[src/rtl/char_draw_pkg.sv]
// Shared types and default geometry for the character draw controller.
// Optional background fill is enabled by defining CHAR_DRAW_BG_EN.
package char_draw_pkg;

    localparam int DEF_CELL_W   = 8;
    localparam int DEF_CELL_H   = 10;
    localparam int SCREEN_X_MAX = 159;
    localparam int SCREEN_Y_MAX = 119;
    localparam int GLYPH_CODE_W = 6;
    localparam int COLOUR_W     = 6;

    typedef enum logic [1:0] {
        IDLE,
        SCAN,
        EMIT,
        DONE
    } draw_state_t;

    // Screen coordinates are 9 bits wide so cells hanging off the right/bottom edge never wrap.
    function automatic logic within_limit(input logic [8:0] v, input int unsigned lim);
        return 32'(v) <= lim;
    endfunction

endpackage

[src/rtl/char_draw_if.sv]
// Request, glyph-lookup and plot signals of the character draw controller.
// The req_bg_colour field exists only when CHAR_DRAW_BG_EN is defined.
interface char_draw_if;
    import char_draw_pkg::*;

    logic                    req_valid;
    logic                    req_ready;
    logic [GLYPH_CODE_W-1:0] req_code;
    logic [7:0]              req_x;
    logic [7:0]              req_y;
    logic [COLOUR_W-1:0]     req_colour;
`ifdef CHAR_DRAW_BG_EN
    logic [COLOUR_W-1:0]     req_bg_colour;
`endif
    logic [GLYPH_CODE_W-1:0] glyph_code;
    logic [7:0]              glyph_dx;
    logic [7:0]              glyph_dy;
    logic                    glyph_on;
    logic                    plot_valid;
    logic                    plot_ready;
    logic [7:0]              plot_x;
    logic [7:0]              plot_y;
    logic [COLOUR_W-1:0]     plot_colour;
    logic                    busy;
    logic                    done;

    // master is the requester/plotter/glyph side, slave is the controller itself.
    modport master (
        output req_valid, req_code, req_x, req_y, req_colour,
`ifdef CHAR_DRAW_BG_EN
        output req_bg_colour,
`endif
        output glyph_on, plot_ready,
        input  req_ready, glyph_code, glyph_dx, glyph_dy,
        input  plot_valid, plot_x, plot_y, plot_colour, busy, done
    );

    modport slave (
        input  req_valid, req_code, req_x, req_y, req_colour,
`ifdef CHAR_DRAW_BG_EN
        input  req_bg_colour,
`endif
        input  glyph_on, plot_ready,
        output req_ready, glyph_code, glyph_dx, glyph_dy,
        output plot_valid, plot_x, plot_y, plot_colour, busy, done
    );

endinterface

[src/rtl/char_cell_counter.sv]
// Raster counter over one glyph cell: dx runs fastest, o_last marks the bottom-right position.
module char_cell_counter #(
    parameter int CELL_W = 8,
    parameter int CELL_H = 10
) (
    input  logic       clk,
    input  logic       reset,
    input  logic       i_clear,
    input  logic       i_advance,
    output logic [7:0] o_dx,
    output logic [7:0] o_dy,
    output logic       o_last
);

    logic [7:0] r_dx;
    logic [7:0] r_dy;
    logic       w_row_end;

    assign w_row_end = (r_dx == 8'(CELL_W - 1));
    assign o_last    = w_row_end && (r_dy == 8'(CELL_H - 1));
    assign o_dx      = r_dx;
    assign o_dy      = r_dy;

    // Advancing past the last position wraps to the origin so the counter never leaves the cell.
    always_ff @(posedge clk or posedge reset) begin
        if (reset) begin
            r_dx <= 8'd0;
            r_dy <= 8'd0;
        end else if (i_clear) begin
            r_dx <= 8'd0;
            r_dy <= 8'd0;
        end else if (i_advance) begin
            if (!w_row_end) begin
                r_dx <= r_dx + 8'd1;
            end else begin
                r_dx <= 8'd0;
                r_dy <= o_last ? 8'd0 : r_dy + 8'd1;
            end
        end
    end

endmodule

[src/rtl/char_draw_ctrl.sv]
// Turns one draw-character request into clipped pixel writes by scanning a glyph cell.
// Define CHAR_DRAW_BG_EN to also emit unlit pixels in a latched background colour.
module char_draw_ctrl
    import char_draw_pkg::*;
#(
    parameter int CELL_W = DEF_CELL_W,
    parameter int CELL_H = DEF_CELL_H,
    parameter int X_MAX  = SCREEN_X_MAX,
    parameter int Y_MAX  = SCREEN_Y_MAX
) (
    input  logic      clk,
    input  logic      reset,
    char_draw_if.slave bus
);

    draw_state_t             r_state;
    logic [GLYPH_CODE_W-1:0] r_code;
    logic [7:0]              r_x;
    logic [7:0]              r_y;
    logic [COLOUR_W-1:0]     r_colour;
    logic                    r_plot_valid;
    logic [7:0]              r_plot_x;
    logic [7:0]              r_plot_y;
    logic [COLOUR_W-1:0]     r_plot_colour;
    logic                    r_busy;
    logic                    r_done;
    logic                    r_req_ready;

    logic [7:0]              w_dx;
    logic [7:0]              w_dy;
    logic                    w_last;
    logic [8:0]              w_sx;
    logic [8:0]              w_sy;
    logic                    w_visible;
    logic                    w_emit;
    logic                    w_hs;
    logic                    w_clear;
    logic                    w_advance;
    logic [COLOUR_W-1:0]     w_pix_colour;

    char_cell_counter #(
        .CELL_W (CELL_W),
        .CELL_H (CELL_H)
    ) u_counter (
        .clk       (clk),
        .reset     (reset),
        .i_clear   (w_clear),
        .i_advance (w_advance),
        .o_dx      (w_dx),
        .o_dy      (w_dy),
        .o_last    (w_last)
    );

    assign w_sx      = {1'b0, r_x} + {1'b0, w_dx};
    assign w_sy      = {1'b0, r_y} + {1'b0, w_dy};
    assign w_visible = within_limit(w_sx, X_MAX) && within_limit(w_sy, Y_MAX);
    assign w_hs      = r_plot_valid && bus.plot_ready;
    assign w_clear   = (r_state == IDLE) && bus.req_valid;
    assign w_advance = ((r_state == SCAN) && !w_emit) || ((r_state == EMIT) && w_hs);

`ifdef CHAR_DRAW_BG_EN
    logic [COLOUR_W-1:0] r_bg_colour;

    assign w_emit       = w_visible;
    assign w_pix_colour = bus.glyph_on ? r_colour : r_bg_colour;

    always_ff @(posedge clk or posedge reset) begin
        if (reset) begin
            r_bg_colour <= '0;
        end else if (w_clear) begin
            r_bg_colour <= bus.req_bg_colour;
        end
    end
`else
    assign w_emit       = bus.glyph_on && w_visible;
    assign w_pix_colour = r_colour;
`endif

    // The pixel registers are only loaded on SCAN->EMIT, so they stay frozen while the plotter stalls.
    always_ff @(posedge clk or posedge reset) begin
        if (reset) begin
            r_state       <= IDLE;
            r_code        <= '0;
            r_x           <= 8'd0;
            r_y           <= 8'd0;
            r_colour      <= '0;
            r_plot_valid  <= 1'b0;
            r_plot_x      <= 8'd0;
            r_plot_y      <= 8'd0;
            r_plot_colour <= '0;
            r_busy        <= 1'b0;
            r_done        <= 1'b0;
            r_req_ready   <= 1'b1;
        end else begin
            case (r_state)
                IDLE: begin
                    if (bus.req_valid) begin
                        r_code      <= bus.req_code;
                        r_x         <= bus.req_x;
                        r_y         <= bus.req_y;
                        r_colour    <= bus.req_colour;
                        r_busy      <= 1'b1;
                        r_req_ready <= 1'b0;
                        r_state     <= SCAN;
                    end
                end
                SCAN: begin
                    if (w_emit) begin
                        r_plot_x      <= w_sx[7:0];
                        r_plot_y      <= w_sy[7:0];
                        r_plot_colour <= w_pix_colour;
                        r_plot_valid  <= 1'b1;
                        r_state       <= EMIT;
                    end else if (w_last) begin
                        r_done  <= 1'b1;
                        r_state <= DONE;
                    end
                end
                EMIT: begin
                    if (w_hs) begin
                        r_plot_valid <= 1'b0;
                        if (w_last) begin
                            r_done  <= 1'b1;
                            r_state <= DONE;
                        end else begin
                            r_state <= SCAN;
                        end
                    end
                end
                DONE: begin
                    r_done      <= 1'b0;
                    r_busy      <= 1'b0;
                    r_req_ready <= 1'b1;
                    r_state     <= IDLE;
                end
                default: r_state <= IDLE;
            endcase
        end
    end

    assign bus.req_ready   = r_req_ready;
    assign bus.glyph_code  = r_code;
    assign bus.glyph_dx    = w_dx;
    assign bus.glyph_dy    = w_dy;
    assign bus.plot_valid  = r_plot_valid;
    assign bus.plot_x      = r_plot_x;
    assign bus.plot_y      = r_plot_y;
    assign bus.plot_colour = r_plot_colour;
    assign bus.busy        = r_busy;
    assign bus.done        = r_done;

endmodule

[src/flat_wrapper.sv]
// flat-port wrapper written by rule: the top's interface ports become plain ports
module char_draw_ctrl_flat import char_draw_pkg::*;
#(
    parameter int CELL_W = DEF_CELL_W,
    parameter int CELL_H = DEF_CELL_H,
    parameter int X_MAX  = SCREEN_X_MAX,
    parameter int Y_MAX  = SCREEN_Y_MAX
)
  (clk, reset, bus_req_valid, bus_req_code, bus_req_x, bus_req_y, bus_req_colour, bus_glyph_on, bus_plot_ready, bus_req_ready, bus_glyph_code, bus_glyph_dx, bus_glyph_dy, bus_plot_valid, bus_plot_x, bus_plot_y, bus_plot_colour, bus_busy, bus_done);
  char_draw_if bus_i ();
  input  logic clk;
  input  logic reset;
  input wire logic [$bits(bus_i.req_valid)-1:0] bus_req_valid;
  input wire logic [$bits(bus_i.req_code)-1:0] bus_req_code;
  input wire logic [$bits(bus_i.req_x)-1:0] bus_req_x;
  input wire logic [$bits(bus_i.req_y)-1:0] bus_req_y;
  input wire logic [$bits(bus_i.req_colour)-1:0] bus_req_colour;
  input wire logic [$bits(bus_i.glyph_on)-1:0] bus_glyph_on;
  input wire logic [$bits(bus_i.plot_ready)-1:0] bus_plot_ready;
  output wire logic [$bits(bus_i.req_ready)-1:0] bus_req_ready;
  output wire logic [$bits(bus_i.glyph_code)-1:0] bus_glyph_code;
  output wire logic [$bits(bus_i.glyph_dx)-1:0] bus_glyph_dx;
  output wire logic [$bits(bus_i.glyph_dy)-1:0] bus_glyph_dy;
  output wire logic [$bits(bus_i.plot_valid)-1:0] bus_plot_valid;
  output wire logic [$bits(bus_i.plot_x)-1:0] bus_plot_x;
  output wire logic [$bits(bus_i.plot_y)-1:0] bus_plot_y;
  output wire logic [$bits(bus_i.plot_colour)-1:0] bus_plot_colour;
  output wire logic [$bits(bus_i.busy)-1:0] bus_busy;
  output wire logic [$bits(bus_i.done)-1:0] bus_done;
  assign bus_i.req_valid = bus_req_valid;
  assign bus_i.req_code = bus_req_code;
  assign bus_i.req_x = bus_req_x;
  assign bus_i.req_y = bus_req_y;
  assign bus_i.req_colour = bus_req_colour;
  assign bus_i.glyph_on = bus_glyph_on;
  assign bus_i.plot_ready = bus_plot_ready;
  assign bus_req_ready = bus_i.req_ready;
  assign bus_glyph_code = bus_i.glyph_code;
  assign bus_glyph_dx = bus_i.glyph_dx;
  assign bus_glyph_dy = bus_i.glyph_dy;
  assign bus_plot_valid = bus_i.plot_valid;
  assign bus_plot_x = bus_i.plot_x;
  assign bus_plot_y = bus_i.plot_y;
  assign bus_plot_colour = bus_i.plot_colour;
  assign bus_busy = bus_i.busy;
  assign bus_done = bus_i.done;
  char_draw_ctrl #(.CELL_W(CELL_W), .CELL_H(CELL_H), .X_MAX(X_MAX), .Y_MAX(Y_MAX)) u_core (.clk(clk), .reset(reset), .bus(bus_i));
endmodule
[config.mk]
export PLATFORM = sky130hd
export DESIGN_NAME = char_draw_ctrl_flat
export DESIGN_NICKNAME = d
export VERILOG_FILES = /design/src/rtl/char_draw_pkg.sv /design/src/rtl/char_draw_if.sv /design/src/rtl/char_cell_counter.sv /design/src/rtl/char_draw_ctrl.sv /design/src/flat_wrapper.sv
export SDC_FILE = /design/constraint.sdc
export NUM_CORES = 1
export LEC_CHECK = 0
export CAP_MARGIN = 10
export CORE_MARGIN = 2
export CORE_UTILIZATION = 50
export DETAILED_ROUTE_END_ITERATION = 7
export GPL_TIMING_DRIVEN = 0
export PLACE_DENSITY = 0.85
export SKIP_LAST_GASP = 1
export SLEW_MARGIN = 20
export SYNTH_ARGS = -nofsm -noshare
export SYNTH_HDL_FRONTEND = slang
export SYNTH_SLANG_ARGS = --single-unit
[constraint.sdc]
create_clock -name clk -period 8.8 [get_ports clk]
set_input_delay 1.76 -clock clk [delete_from_list [all_inputs] [get_ports clk]]
set_output_delay 1.76 -clock clk [all_outputs]
set_load 0.03 [all_outputs]
# Word level (Yosys, flattened, before mapping)
# Index checks and enable logic that the tools add are counted.
# W data, S select, Z words.
# word_totals
regBits	72
mem_bits_rw	0
out_inout_bits	48
mem_bits_ro	0
word_cells	76
n_memories	0
latch_bits	0
inputBits	33
# op_classes
muxes	24
multipliers	0
n_shift	0
n_div	0
reduce_logical	22
n_addsub	4
n_lt_le_gt_ge	2
n_eq_ne	10
bitwise_logic	0
# op_table
operator	n
$mux W8	7
$add A8 B8 Y9	2
$add A8 B1 Y8 const B	2
$mux W2	5
$le A9 B7 Y1 const B	1
$le A9 B8 Y1 const B	1
$reduce_and A3 Y1	3
$eq A8 B3 Y1 const B	1
$eq A8 B4 Y1 const B	1
$pmux W2 S4	1
$reduce_and A2 Y1	4
$reduce_bool A2 Y1	4
$logic_and A1 B1 Y1	7
$mux W1	7
$pmux W1 S2	3
$eq A2 B2 Y1 const B	2
$ne A2 B1 Y1 const B	2
$ne A2 B2 Y1 const B	2
$ne A3 B2 Y1 const B	1
$pmux W1 S3	1
$reduce_bool A3 Y1	1
$eq A2 B1 Y1 const B	1
$logic_not A2 Y1	1
$logic_not A1 Y1	1
$logic_or A1 B1 Y1	1

# Depth between registers and ports, before layout
# Gate-level depths: netlist of the first run.
# depth
depth_word	9
depth_mapped	10
depth_no_buf	9

# By module
# A second synthesis of the first run with hierarchy kept.
# hier_totals
hier_cells	322
hier_area_um2	3892.5
# modules_own_cells
module	cells_per_inst	instances	seq_area_each_um2	area_each_um2
char_draw_ctrl	226	1	1402.6	2971.6
char_cell_counter	96	1	400.4	920.9

# Worst setup path after synthesis of the first run
# No wires, ideal clock.
# synth_path
path_type	input port to flip-flop
from	input port bus_glyph_on
to	register u_core.r_plot_colour[2], in the netlist u_core.bus.plot_colour[2]
path_stages	6
required_time_ns	8.675
path_slack_ns	5.410
path_buffers	1
arrival_time_ns	3.266
setup_ns	0.125
path_cell_list	nand3_1 > a41o_1 > a311o_4 > nor4_4 > buf_6 > mux2_2
# synth_between
elab_chain_cells	2
# synth_rtl
item	line	rtl
from (decl)	flat_wrapper.sv:18	input wire logic [$bits(bus_i.glyph_on)-1:0] bus_glyph_on;
$logic_and A1 B1 Y1	char_draw_ctrl.sv:75	assign w_emit = bus.glyph_on && w_visible;
$reduce_and A2 Y1 (no source line)	-	
to (signal assigned)	char_draw_ctrl.sv:111	r_plot_colour <= w_pix_colour;
to (decl)	char_draw_ctrl.sv:24	logic [COLOUR_W-1:0] r_plot_colour;
# Every way passes these cells.
# A chain may end at the register's enable or synchronous reset.

# Final worst setup path of the first run
# layout_path
from	input port bus_glyph_on
to	register u_core.r_plot_x[2], in the netlist u_core.bus.plot_x[2]
# layout_between
elab_chain_cells	2
# layout_rtl
item	line	rtl
$logic_and A1 B1 Y1	char_draw_ctrl.sv:75	
$reduce_and A2 Y1 (no source line)	-	
to (signal assigned)	char_draw_ctrl.sv:109	r_plot_x <= w_sx[7:0];
to (decl)	char_draw_ctrl.sv:22	logic [7:0] r_plot_x;
# Every way passes these cells.

==> results of run 1 <==
## layout make-up
class                      count  share of cell area (%)
clock buffer                  10                    2.65
inverter                      16                    1.20
sequential                    72                    34.7
timing repair buffer          81                    15.8
buffer                        15                    1.54
multi-input combinational    309                    39.5
clock inverter                 6                    2.21
tap                          102                    2.45
## routing by layer
layer,wire [um],up-vias
met5,0,-
met4,225,0
met3,484,22
met2,4840,104
met1,4380,1700
li1,-,1641
## flip-flops by register name (all words and copies together) (netlist names), 6 cells and up
name / cells
u_core.bus.glyph_code: 6
u_core.r_x: 8
u_core.u_counter.o_dx: 8
u_core.bus.plot_colour: 6
u_core.r_colour: 6
u_core.u_counter.o_dy: 8
u_core.r_y: 8
u_core.bus.plot_y: 8
u_core.bus.plot_x: 8
## per-stage QoR
stage | utilization (%) | power (uW) | instances
after global routing | 67.3 | 1840 | 611
after detailed placement | 64.0 | 1410 | 595
after CTS | 67.3 | 1740 | 611
final | 67.3 | 1740 | 611
after global placement | 63.7 | 1370 | 594
after floorplan | - | 1110 | 412
## cell usage in the layout (no fill, tap or decap), types with 4 or more instances in the layout
cell,instances
clkbuf_8,10
a22oi_1,5
nor2_1,21
ha_1,19
mux2_2,19
clkdlybuf4s50_1,80
o22ai_1,6
dfrtp_1,71
xnor2_1,6
inv_1,15
a211oi_1,4
nand3_1,11
o21ai_1,6
nand2_1,98
clkbuf_1,11
a21oi_1,14
nor2b_1,5
o21ai_0,8
o21bai_1,4
a2111oi_0,5
nand2b_1,7
nor3_1,4
## critical path, stage by stage
cell             delay [ns]
clkdlybuf4s50_1        0.50
nand3_1                0.08
a41o_1                 0.24
a311o_4                0.37
nor4_4                 0.48
buf_6                  0.24
mux2_2                 0.35
## worst paths after layout
kind                                        endpoint                startpoint
min in group asynchronous       u_core.bus.plot_x[1]                     reset
worst max register to register  u_core.bus.plot_x[2]  u_core.u_counter.o_dx[0]
worst min register to register    u_core.r_colour[3]        u_core.r_colour[3]
worst min-delay path              u_core.r_colour[3]        u_core.r_colour[3]
max in group asynchronous       u_core.bus.req_ready                     reset
worst max-delay path            u_core.bus.plot_x[2]              bus_glyph_on
## where the power goes
group / internal (uW) / total, uW / switching (uW) / leakage [uW]
combinational: 361 / 859 / 498 / 0.00134
clock: 198 / 333 / 136 / 0.000123
sequential: 459 / 544 / 84.5 / 0.000909
## kinds of logic (layout without fill, tap and decap cells)
logic type / count (synthesis) / after routing / synth area share (%)
simple gates: 174 / 174 / 20.5
compound gates: 84 / 84 / 15.9
flops: 72 / 72 / 45.1
buf+inv: 31 / 128 / 3.51
mux: 22 / 22 / 6.11
fa+ha+maj: 21 / 21 / 6.95
xor+xnor: 8 / 8 / 1.94
==> results.sh, run 1 <==
export IMPL_synth_fp_nets=466
export IMPL_ctsHtreeMaxLevel=3
export IMPL_avgSynthCellArea_um2=9.70
export IMPL_numPortBuffers=80
export IMPL_pre_cts_ws_ns=4.67
export IMPL_hold_buffers=0
export IMPL_avgViaCountPerCell=5.67
export IMPL_wl_um=9930
export IMPL_synthTopCellsByArea="dfrtp_1 (44%), nand2_1 (9.2%), ha_1 (5.9%), mux2_2 (5.4%), nor2_1 (2.0%)"
export IMPL_worstPathMaxFanout=10
export IMPL_ys_top_cells_by_count="nand2_1 (98), dfrtp_1 (71), nor2_1 (21), ha_1 (19), mux2_2 (19)"
export IMPL_ys_ff_latch=72
export IMPL_yosysMostFrequentCell="nand2_1"
export IMPL_max_vdd_ir_drop_mv=0.225
export IMPL_slew_headroom_pct=63.7
export IMPL_cts_tree="yes"
export IMPL_fin_crit_sh_pct=43.0
export IMPL_start_kind="primary input"
export IMPL_hold_viol_final=0
export IMPL_synthArstFlopShare_pct=100
export IMPL_synth_area_um2=4000
export IMPL_worstSetupPathType="primary input to register"
export IMPL_grt_overflow_total=0
export IMPL_rrSetupSlack_ns=5.18
export IMPL_diodes=0
export IMPL_wl_per_cell_um=16.2
export IMPL_fillers=616
export IMPL_regArea_um2=1800
export IMPL_yosysWarnings=0
export IMPL_grt_max_degree=43
export IMPL_clockRootBuffer="clkbuf_8"
export IMPL_drt_pass1_iterations=4
export IMPL_arrival_ns=4.03
export IMPL_met3_usage_pct=4.11
export IMPL_clockBufferDepth=2
export IMPL_clk_pin_slew_ns=0.08
export IMPL_design_area_um2=5200
export IMPL_grt_util_all_layers_pct=24.5
export IMPL_place_congestion=0.856
export IMPL_power_density_nw_per_um2=334
export IMPL_nets=558
export IMPL_grt_pass1_vias=3542
export IMPL_grtUsageMet2_pct=41.5
export IMPL_core_area_um2=7730
export IMPL_maxCapViolations=0
export IMPL_dp_hpwl_um=7280
export IMPL_grt_pass1_wl_um=16800
export IMPL_first_iter_violations=202
export IMPL_area_growth_pct=30.1
export IMPL_dieArea_um2=8720
export IMPL_clock_skew_ns=0.00811
export IMPL_placed_area_um2=4950
export IMPL_end_kind="register"
export IMPL_die_w_um=93.4
export IMPL_die_y_um=93.4
export IMPL_yosys_area_top_type="dfrtp_1"
export IMPL_clock_sinks=72
export IMPL_ioPinCount=81
export IMPL_post_cts_buffers=0
export IMPL_reg2reg_depth=9
export IMPL_status="finished clean"
export IMPL_fp_row_count=32
export IMPL_synth_main_ff_cell="dfrtp_1"
export IMPL_required_ns=9.04
export IMPL_drc=0
export IMPL_period_needed_ns=3.79
export IMPL_cts_resized=0
export IMPL_worst_hold_slack_ns=0.481
export IMPL_initial_core_util_pct=51.7
export IMPL_yosysUniqueCellTypes=66
export IMPL_slew_violations=0
export IMPL_numCtsBuffers=9
export IMPL_gr_usage_met1_pct=30.7
export IMPL_antenna_found_initial=0
export IMPL_yosys_area_top_type_share_pct=44.5
export IMPL_synthCells=412
export IMPL_hold_depth=2
export IMPL_rsz0062_at_grt="no"
export IMPL_vias=3467
export IMPL_clock_latency_ns=0.36
export IMPL_timing_fmax_mhz=264
export IMPL_multi_input_area_um2=2050
export IMPL_yosysSeqAreaShare_pct=45.1
export IMPL_postRouteAntennaNets=0
export IMPL_busiest_layer="met2"
export IMPL_synth_edf_count=0
export IMPL_finalWorstSetupSlack_ns=5.01
export IMPL_worstMarginPinSlew_ns=0.530
export IMPL_fin_setup_tns_ns=0
export IMPL_p_leak_uw=0.00237
export IMPL_layout_drive_gt1_share_pct=11.6
export IMPL_setup_viol=0
export IMPL_hold_class="register to register"
(Power assumes the default switching activity.)
==> run 2, diff against run 1 <==
==> constraint.sdc (replaced) <==
create_clock -name clk -period 3.65 [get_ports clk]
set_input_delay 0.73 -clock clk [delete_from_list [all_inputs] [get_ports clk]]
set_output_delay 0.73 -clock clk [all_outputs]
set_load 0.03 [all_outputs]
==> run 2 against run 1 <==
  * Sequential power up 140%
  * Highest routed layer unchanged
  * Utilization up 0.24 points
  * Largest power group unchanged
  * Setup slack lost 4.8 ns
  * Clock power rose by 140%
  * Flip-flop and latch count unchanged
==> results.sh, run 2 (same netlist as run 1, synthesis figures left out) <==
export IMPL_status="finished clean"
export IMPL_wl_per_cell_um=16.3
export IMPL_area_growth_pct=30.6
export IMPL_die_y_um=93.4
export IMPL_drc=0
export IMPL_numPortBuffers=80
export IMPL_fillers=613
export IMPL_vias=3472
export IMPL_ctsHtreeMaxLevel=3
export IMPL_grt_overflow_total=0
export IMPL_power_uw=4210
export IMPL_hold_class="register to register"
export IMPL_p_leak_uw=0.00238
export IMPL_required_ns=3.93
export IMPL_power_density_nw_per_um2=807
export IMPL_numCtsBuffers=9
export IMPL_end_kind="register"
export IMPL_nets=559
export IMPL_worst_hold_slack_ns=0.480
export IMPL_slew_violations=0
export IMPL_worstMarginPinSlew_ns=0.614
export IMPL_regArea_um2=1800
export IMPL_layout_drive_gt1_share_pct=11.8
export IMPL_arrival_ns=3.72
export IMPL_worstPathMaxFanout=10
export IMPL_grt_pass1_vias=3542
export IMPL_start_kind="register"
export IMPL_dp_hpwl_um=7280
export IMPL_hold_buffers=0
export IMPL_ioPinCount=81
export IMPL_worstSetupPathType="register to register"
export IMPL_pre_cts_ws_ns=0.0780
export IMPL_initial_core_util_pct=51.7
export IMPL_fin_crit_sh_pct=94.3
export IMPL_die_w_um=93.4
export IMPL_grt_util_all_layers_pct=24.5
export IMPL_clockRootBuffer="clkbuf_8"
export IMPL_finalWorstSetupSlack_ns=0.209
export IMPL_clock_sinks=72
export IMPL_avgViaCountPerCell=5.67
export IMPL_slew_headroom_pct=58.0
export IMPL_setup_viol=0
export IMPL_hold_viol_final=0
export IMPL_postRouteAntennaNets=0
export IMPL_rsz0062_at_grt="no"
export IMPL_drt_pass1_iterations=4
export IMPL_dieArea_um2=8720
export IMPL_wl_um=9990
export IMPL_core_area_um2=7730
export IMPL_grt_pass1_wl_um=16800
export IMPL_period_needed_ns=3.44
export IMPL_place_congestion=0.856
export IMPL_diodes=0
export IMPL_fin_setup_tns_ns=0
export IMPL_clock_latency_ns=0.36
export IMPL_utilization_pct=67.5
export IMPL_fp_row_count=32
export IMPL_layout_common_cells="nand2_1 (98), clkdlybuf4s50_1 (80), dfrtp_1 (71)"
export IMPL_antenna_found_initial=0
export IMPL_clock_skew_ns=0.00659
export IMPL_timing_fmax_mhz=291
export IMPL_clockBufferDepth=2
export IMPL_max_vdd_ir_drop_mv=0.536
export IMPL_grt_max_degree=43
export IMPL_layout_commonest_cell="nand2_1"
export IMPL_maxCapViolations=0
export IMPL_multi_input_area_um2=2060
export IMPL_clk_pin_slew_ns=0.08
export IMPL_cts_tree="yes"
export IMPL_first_iter_violations=231
run 2: changes by cell type in the layout (fill, tap and decap cells not counted), sizes merged:
cell / before / now
buf: 5 / 6
run 2: worst paths after layout:
path / startpoint / end / slack (ns) / cells past startpoint
setup reg to reg: u_core.u_counter.o_dx[0] / u_core.u_counter.o_dx[4] / 0.21 / 10
hold / removal: u_core.r_colour[3] / u_core.r_colour[3] / 0.48 / 2
setup / recovery: u_core.u_counter.o_dx[0] / u_core.u_counter.o_dx[4] / 0.21 / 10
hold reg to reg: u_core.r_colour[3] / u_core.r_colour[3] / 0.48 / 2
min in group asynchronous: reset / u_core.bus.plot_x[1] / 0.71 / 2
max in group asynchronous: reset / u_core.bus.req_ready / 2.32 / 3
run 2: layout make-up:
cell class              count  area share (%)
plain buffers              15            1.53
clock inverters             6            2.21
repair buffers             82            15.9
multi-input cells         309            39.6
well taps                 102            2.45
clock buffers              10            2.64
inverters                  16            1.20
flip-flops and latches     72            34.5
run 2: repair_timing:
action | CTS | global route
endpoints found under the hold margin | 0 | 0
setup buffers | 0 | 1
endpoints found under the setup margin | 0 | 20
resized for setup | 0 | 1
run 2: through the flow:
step           instances  instance area (um2)
2_1_floorplan        412                 4000
3_3_place_gp         594                 4920
3_5_place_dp         595                 4950
4_1_cts              611                 5200
5_1_grt              612                 5220
6_report             612                 5220
run 2: worst max-delay path, cell delays in order (launching register included):
cell      delay, ns
dfrtp_1        0.45
ha_1           0.29
fa_1           0.44
a211oi_1       0.44
o21ai_1        0.15
a41o_1         0.29
a311o_4        0.38
o41ai_4        0.44
buf_6          0.20
a22oi_1        0.10
o22ai_1        0.18
run 2: report_power, final:
part / switching, uW / internal [uW]
logic: 1220 / 883
registers: 202 / 1110
clock network: 327 / 476
total: 1740 / 2470
run 2: per-layer routing:
metal | GRT usage, % | vias to the layer above | routed length (um)
met5 | 0 | - | 0
met4 | 11.0 | 0 | 265
met3 | 4.11 | 25 | 556
met2 | 41.5 | 123 | 4870
met1 | 30.7 | 1679 | 4300
li1 | - | 1645 | -
